File: config.mk
export PLATFORM = sky130hd
export DESIGN_NAME = fp_mul_operand_loader_flat
export DESIGN_NICKNAME = d
export VERILOG_FILES = /design/src/rtl/fp_mul_operand_loader_if.sv /design/src/rtl/fp_mul_operand_loader.sv /design/src/flat_wrapper.sv
export SDC_FILE = /design/constraint.sdc
export NUM_CORES = 1
export LEC_CHECK = 0
export ABC_AREA = 1
export BUFFER_PORTS_ARGS = -buffer_cell sky130_fd_sc_hd__buf_2
export CELL_PAD_IN_SITES_DETAIL_PLACEMENT = 0
export CELL_PAD_IN_SITES_GLOBAL_PLACEMENT = 1
export CORE_MARGIN = 3
export CORE_UTILIZATION = 35
export DETAILED_ROUTE_END_ITERATION = 7
export PLACE_DENSITY_LB_ADDON = 0.1
export SETUP_SLACK_MARGIN = 0.02
export SLEW_MARGIN = 10
export SYNTH_ARGS = -nofsm -noshare
export SYNTH_HDL_FRONTEND = slang
export SYNTH_SLANG_ARGS = --single-unit
File: constraint.sdc
create_clock -name clk -period 2.6 [get_ports clk]
set_input_delay 0.52 -clock clk [delete_from_list [all_inputs] [get_ports clk]]
set_output_delay 0.52 -clock clk [all_outputs]
set_load 0.05 [all_outputs]
File: src/rtl/fp_mul_operand_loader_if.sv
// ============================================================================
// Module      : fp_mul_operand_loader_if
// Description : Operand-load, multiplier and result bus of the FP32 operand loader.
// Revision    : 1.0 - initial release
// ============================================================================
`default_nettype none

interface fp_mul_operand_loader_if;
    logic [15:0] din;
    logic        load;
    logic        clear;
    logic [31:0] op_a;
    logic [31:0] op_b;
    logic [31:0] mul_res;
    logic [1:0]  mul_esp;
    logic [31:0] result;
    logic [1:0]  esp;
    logic        done;
    logic        busy;
    logic        ovr;
    logic [2:0]  state;

    modport slave (
        input  din, load, clear, mul_res, mul_esp,
        output op_a, op_b, result, esp, done, busy, ovr, state
    );

    modport master (
        output din, load, clear, mul_res, mul_esp,
        input  op_a, op_b, result, esp, done, busy, ovr, state
    );
endinterface

`default_nettype wire

File: src/rtl/fp_mul_operand_loader.sv
// ============================================================================
// Module      : fp_mul_operand_loader
// Description : Loads FP32 operands in half-words, waits for the multiplier, captures the product.
// Revision    : 1.0 - initial release
// ============================================================================
`default_nettype none

module fp_mul_operand_loader #(
    parameter int EXEC_CYCLES = 1
) (
    input  wire logic               clk,
    input  wire logic               rst_n,
    fp_mul_operand_loader_if.slave  bus
);
    localparam logic [2:0] c_S_AH   = 3'd0;
    localparam logic [2:0] c_S_AL   = 3'd1;
    localparam logic [2:0] c_S_BH   = 3'd2;
    localparam logic [2:0] c_S_BL   = 3'd3;
    localparam logic [2:0] c_S_EXEC = 3'd4;
    localparam logic [2:0] c_S_DONE = 3'd5;
    localparam logic [3:0] c_CNT_LAST = 4'(EXEC_CYCLES - 1);

    logic [2:0]  r_state;
    logic [3:0]  r_cnt;
    logic [31:0] r_op_a;
    logic [31:0] r_op_b;
    logic [31:0] r_result;
    logic [1:0]  r_esp;
    logic        r_done;
    logic        r_busy;
    logic        r_ovr;

    always_ff @(posedge clk or negedge rst_n) begin
        if (!rst_n) begin
            r_state  <= c_S_AH;
            r_cnt    <= 4'd0;
            r_op_a   <= 32'd0;
            r_op_b   <= 32'd0;
            r_result <= 32'd0;
            r_esp    <= 2'b00;
            r_done   <= 1'b0;
            r_busy   <= 1'b0;
            r_ovr    <= 1'b0;
        end else if (bus.clear) begin
            // Abort keeps operands and the last capture visible.
            r_state <= c_S_AH;
            r_cnt   <= 4'd0;
            r_done  <= 1'b0;
            r_busy  <= 1'b0;
            r_ovr   <= 1'b0;
        end else begin
            case (r_state)
                c_S_AH: if (bus.load) begin
                    r_op_a[31:16] <= bus.din;
                    r_state       <= c_S_AL;
                end
                c_S_AL: if (bus.load) begin
                    r_op_a[15:0] <= bus.din;
                    r_state      <= c_S_BH;
                end
                c_S_BH: if (bus.load) begin
                    r_op_b[31:16] <= bus.din;
                    r_state       <= c_S_BL;
                end
                c_S_BL: if (bus.load) begin
                    r_op_b[15:0] <= bus.din;
                    r_cnt        <= 4'd0;
                    r_busy       <= 1'b1;
                    r_state      <= c_S_EXEC;
                end
                c_S_EXEC: begin
                    if (bus.load) begin
                        r_ovr <= 1'b1;
                    end
                    if (r_cnt == c_CNT_LAST) begin
                        r_result <= bus.mul_res;
                        r_esp    <= bus.mul_esp;
                        r_done   <= 1'b1;
                        r_busy   <= 1'b0;
                        r_state  <= c_S_DONE;
                    end else begin
                        r_cnt <= r_cnt + 4'd1;
                    end
                end
                c_S_DONE: if (bus.load) begin
                    // Next transaction starts straight from the A high half.
                    r_op_a[31:16] <= bus.din;
                    r_done        <= 1'b0;
                    r_state       <= c_S_AL;
                end
                default: begin
                    r_state <= c_S_AH;
                    r_busy  <= 1'b0;
                end
            endcase
        end
    end

    assign bus.op_a   = r_op_a;
    assign bus.op_b   = r_op_b;
    assign bus.result = r_result;
    assign bus.esp    = r_esp;
    assign bus.done   = r_done;
    assign bus.busy   = r_busy;
    assign bus.ovr    = r_ovr;
    assign bus.state  = r_state;
endmodule

`default_nettype wire
File: src/flat_wrapper.sv
// flat-port wrapper written by rule: the top's interface ports become plain ports
module fp_mul_operand_loader_flat 
#(
    parameter int EXEC_CYCLES = 1
)
  (clk, rst_n, bus_din, bus_load, bus_clear, bus_mul_res, bus_mul_esp, bus_op_a, bus_op_b, bus_result, bus_esp, bus_done, bus_busy, bus_ovr, bus_state);
  fp_mul_operand_loader_if bus_i ();
  input  wire logic clk;
  input  wire logic rst_n;
  input wire logic [$bits(bus_i.din)-1:0] bus_din;
  input wire logic [$bits(bus_i.load)-1:0] bus_load;
  input wire logic [$bits(bus_i.clear)-1:0] bus_clear;
  input wire logic [$bits(bus_i.mul_res)-1:0] bus_mul_res;
  input wire logic [$bits(bus_i.mul_esp)-1:0] bus_mul_esp;
  output wire logic [$bits(bus_i.op_a)-1:0] bus_op_a;
  output wire logic [$bits(bus_i.op_b)-1:0] bus_op_b;
  output wire logic [$bits(bus_i.result)-1:0] bus_result;
  output wire logic [$bits(bus_i.esp)-1:0] bus_esp;
  output wire logic [$bits(bus_i.done)-1:0] bus_done;
  output wire logic [$bits(bus_i.busy)-1:0] bus_busy;
  output wire logic [$bits(bus_i.ovr)-1:0] bus_ovr;
  output wire logic [$bits(bus_i.state)-1:0] bus_state;
  assign bus_i.din = bus_din;
  assign bus_i.load = bus_load;
  assign bus_i.clear = bus_clear;
  assign bus_i.mul_res = bus_mul_res;
  assign bus_i.mul_esp = bus_mul_esp;
  assign bus_op_a = bus_i.op_a;
  assign bus_op_b = bus_i.op_b;
  assign bus_result = bus_i.result;
  assign bus_esp = bus_i.esp;
  assign bus_done = bus_i.done;
  assign bus_busy = bus_i.busy;
  assign bus_ovr = bus_i.ovr;
  assign bus_state = bus_i.state;
  fp_mul_operand_loader #(.EXEC_CYCLES(EXEC_CYCLES)) u_core (.clk(clk), .rst_n(rst_n), .bus(bus_i));
endmodule
== Yosys cells after proc, flatten, opt, wreduce, memory -nomap -nowiden ==
Cells that the tools add are included.

* Bits in registers: 108
* Input port bits: 54
* Logic and storage cells: 65
* Output and inout bits: 104

* Muxes and demuxes: 21
* Eq/ne operators: 13
* Bitwise logic cells: 1
* $add $sub $neg: 1
* Reduce and logical (&&, ||, !) cells: 18

{| class="wikitable"
|+ Operators by type and width
! cell !! count
|-
| $reduce_and A3 Y1 || 8
|-
| $mux W3 || 6
|-
| $ne A3 B3 Y1 const B || 5
|-
| $pmux W3 S5 || 1
|-
| $mux W4 || 3
|-
| $mux W1 || 8
|-
| $pmux W4 S2 || 1
|-
| $eq A3 B2 Y1 const B || 2
|-
| $eq A3 B3 Y1 const B || 2
|-
| $reduce_bool A3 Y1 || 2
|-
| $reduce_and A5 Y1 || 1
|-
| $add A4 B1 Y4 const B || 1
|-
| $logic_not A4 Y1 || 1
|-
| $reduce_bool A2 Y1 || 2
|-
| $reduce_or A4 Y1 || 1
|-
| $eq A3 B1 Y1 const B || 1
|-
| $logic_not A3 Y1 || 1
|-
| $ne A3 B1 Y1 const B || 1
|-
| $ne A3 B2 Y1 const B || 1
|-
| $pmux W1 S3 || 1
|-
| $ne A2 B1 Y1 const B || 1
|-
| $pmux W1 S2 || 1
|-
| $reduce_and A2 Y1 || 1
|-
| $reduce_or A2 Y1 || 1
|-
| $not A1 Y1 || 1
|}

== Logic depth before layout (Yosys ltp) ==
* Depth after elaboration: 4
* Depth in mapped cells: 9

== Worst setup path after synthesis ==
OpenSTA, ideal clock, no wires.

* Kind: register to register
* Start: register u_core.r_state[1], in the netlist u_core.bus.state[1]
* End: register u_core.r_result[10], in the netlist u_core.bus.result[10]
* Data arrival time: 1.488 ns
* Period minus slack after synthesis: 1.605 ns
* Cell stages (with the launch flop): 9
* Setup slack: 0.995 ns
* Cell sequence: dfrtp_1 buf_6 nor2_2 nand2_2 nor2_2 nand2_4 buf_6 nand2_1 nand2_1

* Cells in the longest elaborated chain, start to end: 2

{| class="wikitable"
|+ Ends and longest elaborated chain
! element !! RTL line !! RTL
|-
| from (decl) || fp_mul_operand_loader.sv:23 || <nowiki>logic [2:0] r_state;</nowiki>
|-
| from (signal assigned) || fp_mul_operand_loader.sv:35 || <nowiki>r_state <= c_S_AH;</nowiki>
|-
| from (signal assigned) || fp_mul_operand_loader.sv:46 || <nowiki>r_state <= c_S_AH;</nowiki>
|-
| from (signal assigned) || fp_mul_operand_loader.sv:55 || <nowiki>r_state <= c_S_AL;</nowiki>
|-
| $eq A3 B3 Y1 || fp_mul_operand_loader.sv:52 || <nowiki>case (r_state)</nowiki>
|-
| $reduce_and A3 Y1 (no source line) || -- ||
|-
| to (signal assigned) || fp_mul_operand_loader.sv:76 || <nowiki>r_result <= bus.mul_res;</nowiki>
|-
| to (decl) || fp_mul_operand_loader.sv:27 || <nowiki>logic [31:0] r_result;</nowiki>
|}

Every way passes these cells.
A chain may end at the register's enable or synchronous reset.

== Final worst setup path ==
* Start: register u_core.r_cnt[0]
* End: register u_core.r_result[31], in the netlist u_core.bus.result[31]

* Cells in the longest elaborated chain, start to end: 2

{| class="wikitable"
|+ Ends and longest elaborated chain
! element !! RTL line !! RTL
|-
| from (decl) || fp_mul_operand_loader.sv:24 || <nowiki>logic [3:0] r_cnt;</nowiki>
|-
| from (signal assigned) || fp_mul_operand_loader.sv:82 || <nowiki>r_cnt <= r_cnt + 4'd1;</nowiki>
|-
| $logic_not A4 Y1 || fp_mul_operand_loader.sv:75 || <nowiki>if (r_cnt == c_CNT_LAST) begin</nowiki>
|-
| $reduce_and A3 Y1 (no source line) || -- ||
|}

Every way passes these cells.

==> flow_summary.json <==
{
  "hold_violations": 0,
  "fmaxAchievable_mhz": 548,
  "cp-start-kind": "flip-flop",
  "regToRegStartpoint": "u_core.r_cnt[0]",
  "initial_utilization_pct": 36.4,
  "synth_top_area_cell": "dfrtp_1",
  "routed_wl_um": 10900,
  "track_usage_pct": 16.0,
  "worstPathMaxFanout": 25,
  "via_per_inst": 4.41,
  "placed_area_um2": 5270,
  "synth_seq_area_share_pct": 61.1,
  "place_inst": 771,
  "netlist-cell-type-count": 27,
  "power_density_nw_per_um2": 1500,
  "period_share_pct": 70.2,
  "htree_num_levels": 3,
  "cts.sinks": 108,
  "p_leak_nw": 3.18,
  "synth_nets": 519,
  "synth_area_per_cell_um2": 9.56,
  "diodes": 0,
  "syn_inst": 463,
  "grt_pass1_wl_um": 18000,
  "synth_warnings": 0,
  "drc": 0,
  "rows": 40,
  "synthesis.area_um2": 4430,
  "design.core.area_um2": 12200,
  "drt-initial-drc-count": 199,
  "fin_util_pct": 45.9,
  "port_buffers": 157,
  "cp_data_arrival_time_ns": 2.10,
  "rsz0062_at_grt": "false",
  "finalNetCount": 670,
  "fin_cells": 787,
  "dieWidth_um": 118,
  "report.final.slew_viol_count": 0,
  "syn_to_final_growth_pct": 26.2,
  "cp-startpoint": "u_core.r_cnt[0]",
  "cts_root_buf": "clkbuf_16",
  "worst_pin_slew_ns": 0.552,
  "end_kind": "flip-flop",
  "place_congestion": 0.848,
  "grt_max_degree": 43,
  "status": "finished clean",
  "clockBufferDepth": 2,
  "drive_gt1_share_pct": 33.4,
  "avgRoutedWirePerCell_um": 13.8,
  "min_path_type": "input port to asynchronous set/reset pin",
  "path_clk_slew_ns": 0.07,
  "crit_required_ns": 2.88,
  "insertion_delay_ns": 0.34,
  "peakVddDrop_mv": 0.786,
  "setup_viol": 0,
  "grt_pass1_vias": 3413,
  "skew_ns": 0.00500,
  "fp.dieH_um": 118,
  "grt_overflow_total": 0,
  "grt_antenna_before_repair": 0,
  "critical_path_class": "flip-flop to flip-flop",
  "antenna_left": 0,
  "vias": 3472,
  "numCtsBuffers": 9,
  "synth.top_cell.area_share_pct": 61.1,
  "fin_tns_setup_ns": 0,
  "cts_tree": "built",
  "postLayoutCellArea_um2": 5590,
  "post_cts_resized": 0,
  "hpwl_um": 7660,
  "relSlewSlack_pct": 63.1,
  "ys_top_cells_by_area": "dfrtp_1 (61%), nand2_1 (17%), o21ai_0 (4.6%)",
  "dieArea_um2": 14000,
  "cap_violations": 0,
  "min_period_ns": 1.83,
  "drtPass1Iterations": 4,
  "io_pins": 158,
  "ys_ff_latch": 108,
  "hold_buffers": 0,
  "post_cts_buffers": 0
}
## report_power, final
group / internal (mW) / switching (mW) / leakage, nW
Combinational: 0.846 / 3.33 / 1.63
Clock: 0.870 / 0.587 / 0.153
Sequential: 2.38 / 0.382 / 1.40
## path summary, 6_finish.rpt
check,endpoint,slack (ns),cells after the start
min,u_core.bus.result[0],0.15,1
min in group clk,u_core.bus.result[0],0.37,3
max in group asynchronous,u_core.bus.op_b[7],1.66,2
max,u_core.bus.result[31],0.77,9
min reg2reg,u_core.bus.result[0],0.47,2
max reg2reg,u_core.bus.result[31],0.77,9
## placed cells by master, fill, tap and decap left out, types with 2 or more instances in the layout
cell type	n
a21oi_1	2
buf_2	156
buf_4	3
bufinv_16	2
clkbuf_1	2
clkbuf_16	9
dfrtp_1	108
ha_1	2
inv_1	21
inv_2	6
nand2_1	201
nand2_2	3
nand2_4	3
nand3_1	10
nand3_2	2
nand4_1	2
nor2_1	6
nor2_2	3
nor2_4	3
o21ai_0	41
o21ai_1	14
o21ai_2	10
## layer usage
layer | GRT usage [%] | share of wire [%]
met5 | 0 | 0
met4 | 3.91 | 0.80
met3 | 7.46 | 9.3
met2 | 23.5 | 44
met1 | 21.6 | 46
## flip-flops by register name (all words and copies together), names as in the netlist
| signal | count |
|---|---|
| u_core.r_cnt | 4 |
| u_core.bus.busy | 1 |
| u_core.bus.state | 3 |
| u_core.bus.result | 32 |
| u_core.bus.esp | 2 |
| u_core.bus.op_b | 32 |
| u_core.bus.ovr | 1 |
| u_core.bus.done | 1 |
| u_core.bus.op_a | 32 |
## cells in the mapped netlist (all sizes together)
cell type and number:
nand3b 1, o21ai 65, clkbuf 1, a211oi 1
a21oi 2, buf 19, ha 2, o21a 1
nand4 3, dfrtp 108, or2 1, nor3 1
nand3 12, nand2 207, inv 27, nor2 12
## area by class of cell
class                           count  area, um2
Clock inverter                      4       72.6
Clock buffer                       12        246
Fill cell                        1242       6580
Timing Repair Buffer              160        823
Multi-Input combinational cell    308       1430
Tap cell                          168        210
Sequential cell                   108       2700
Inverter                           27        101
## metrics by stage
step	setup slack, ns	total power, mW	hold slack (ns)
floorplan	0.995	5.97	0.224
global placement	0.802	6.97	0.455
detailed placement	0.735	7.01	0.460
CTS	0.747	8.51	0.157
global route	0.537	8.88	0.168
finish	0.774	8.39	0.148
## critical path: stages, from the launching register on
cell	delay (ns)
dfrtp_1	0.41
inv_1	0.09
ha_1	0.15
nand2_1	0.06
nor2_2	0.19
inv_1	0.12
nor2_4	0.25
buf_4	0.33
nand2_1	0.09
nand2_1	0.07
## kinds of logic after synthesis
family                   after synthesis  synth area share [%]
AND/OR/NAND/NOR                      237                  23.0
flip-flops                           108                  61.1
AO/OA/AOI/OAI                         69                  8.76
buffers and inverters                 47                  6.62
adder cells (fa/ha/maj)                2                 0.565
(Power assumes the default switching activity.)
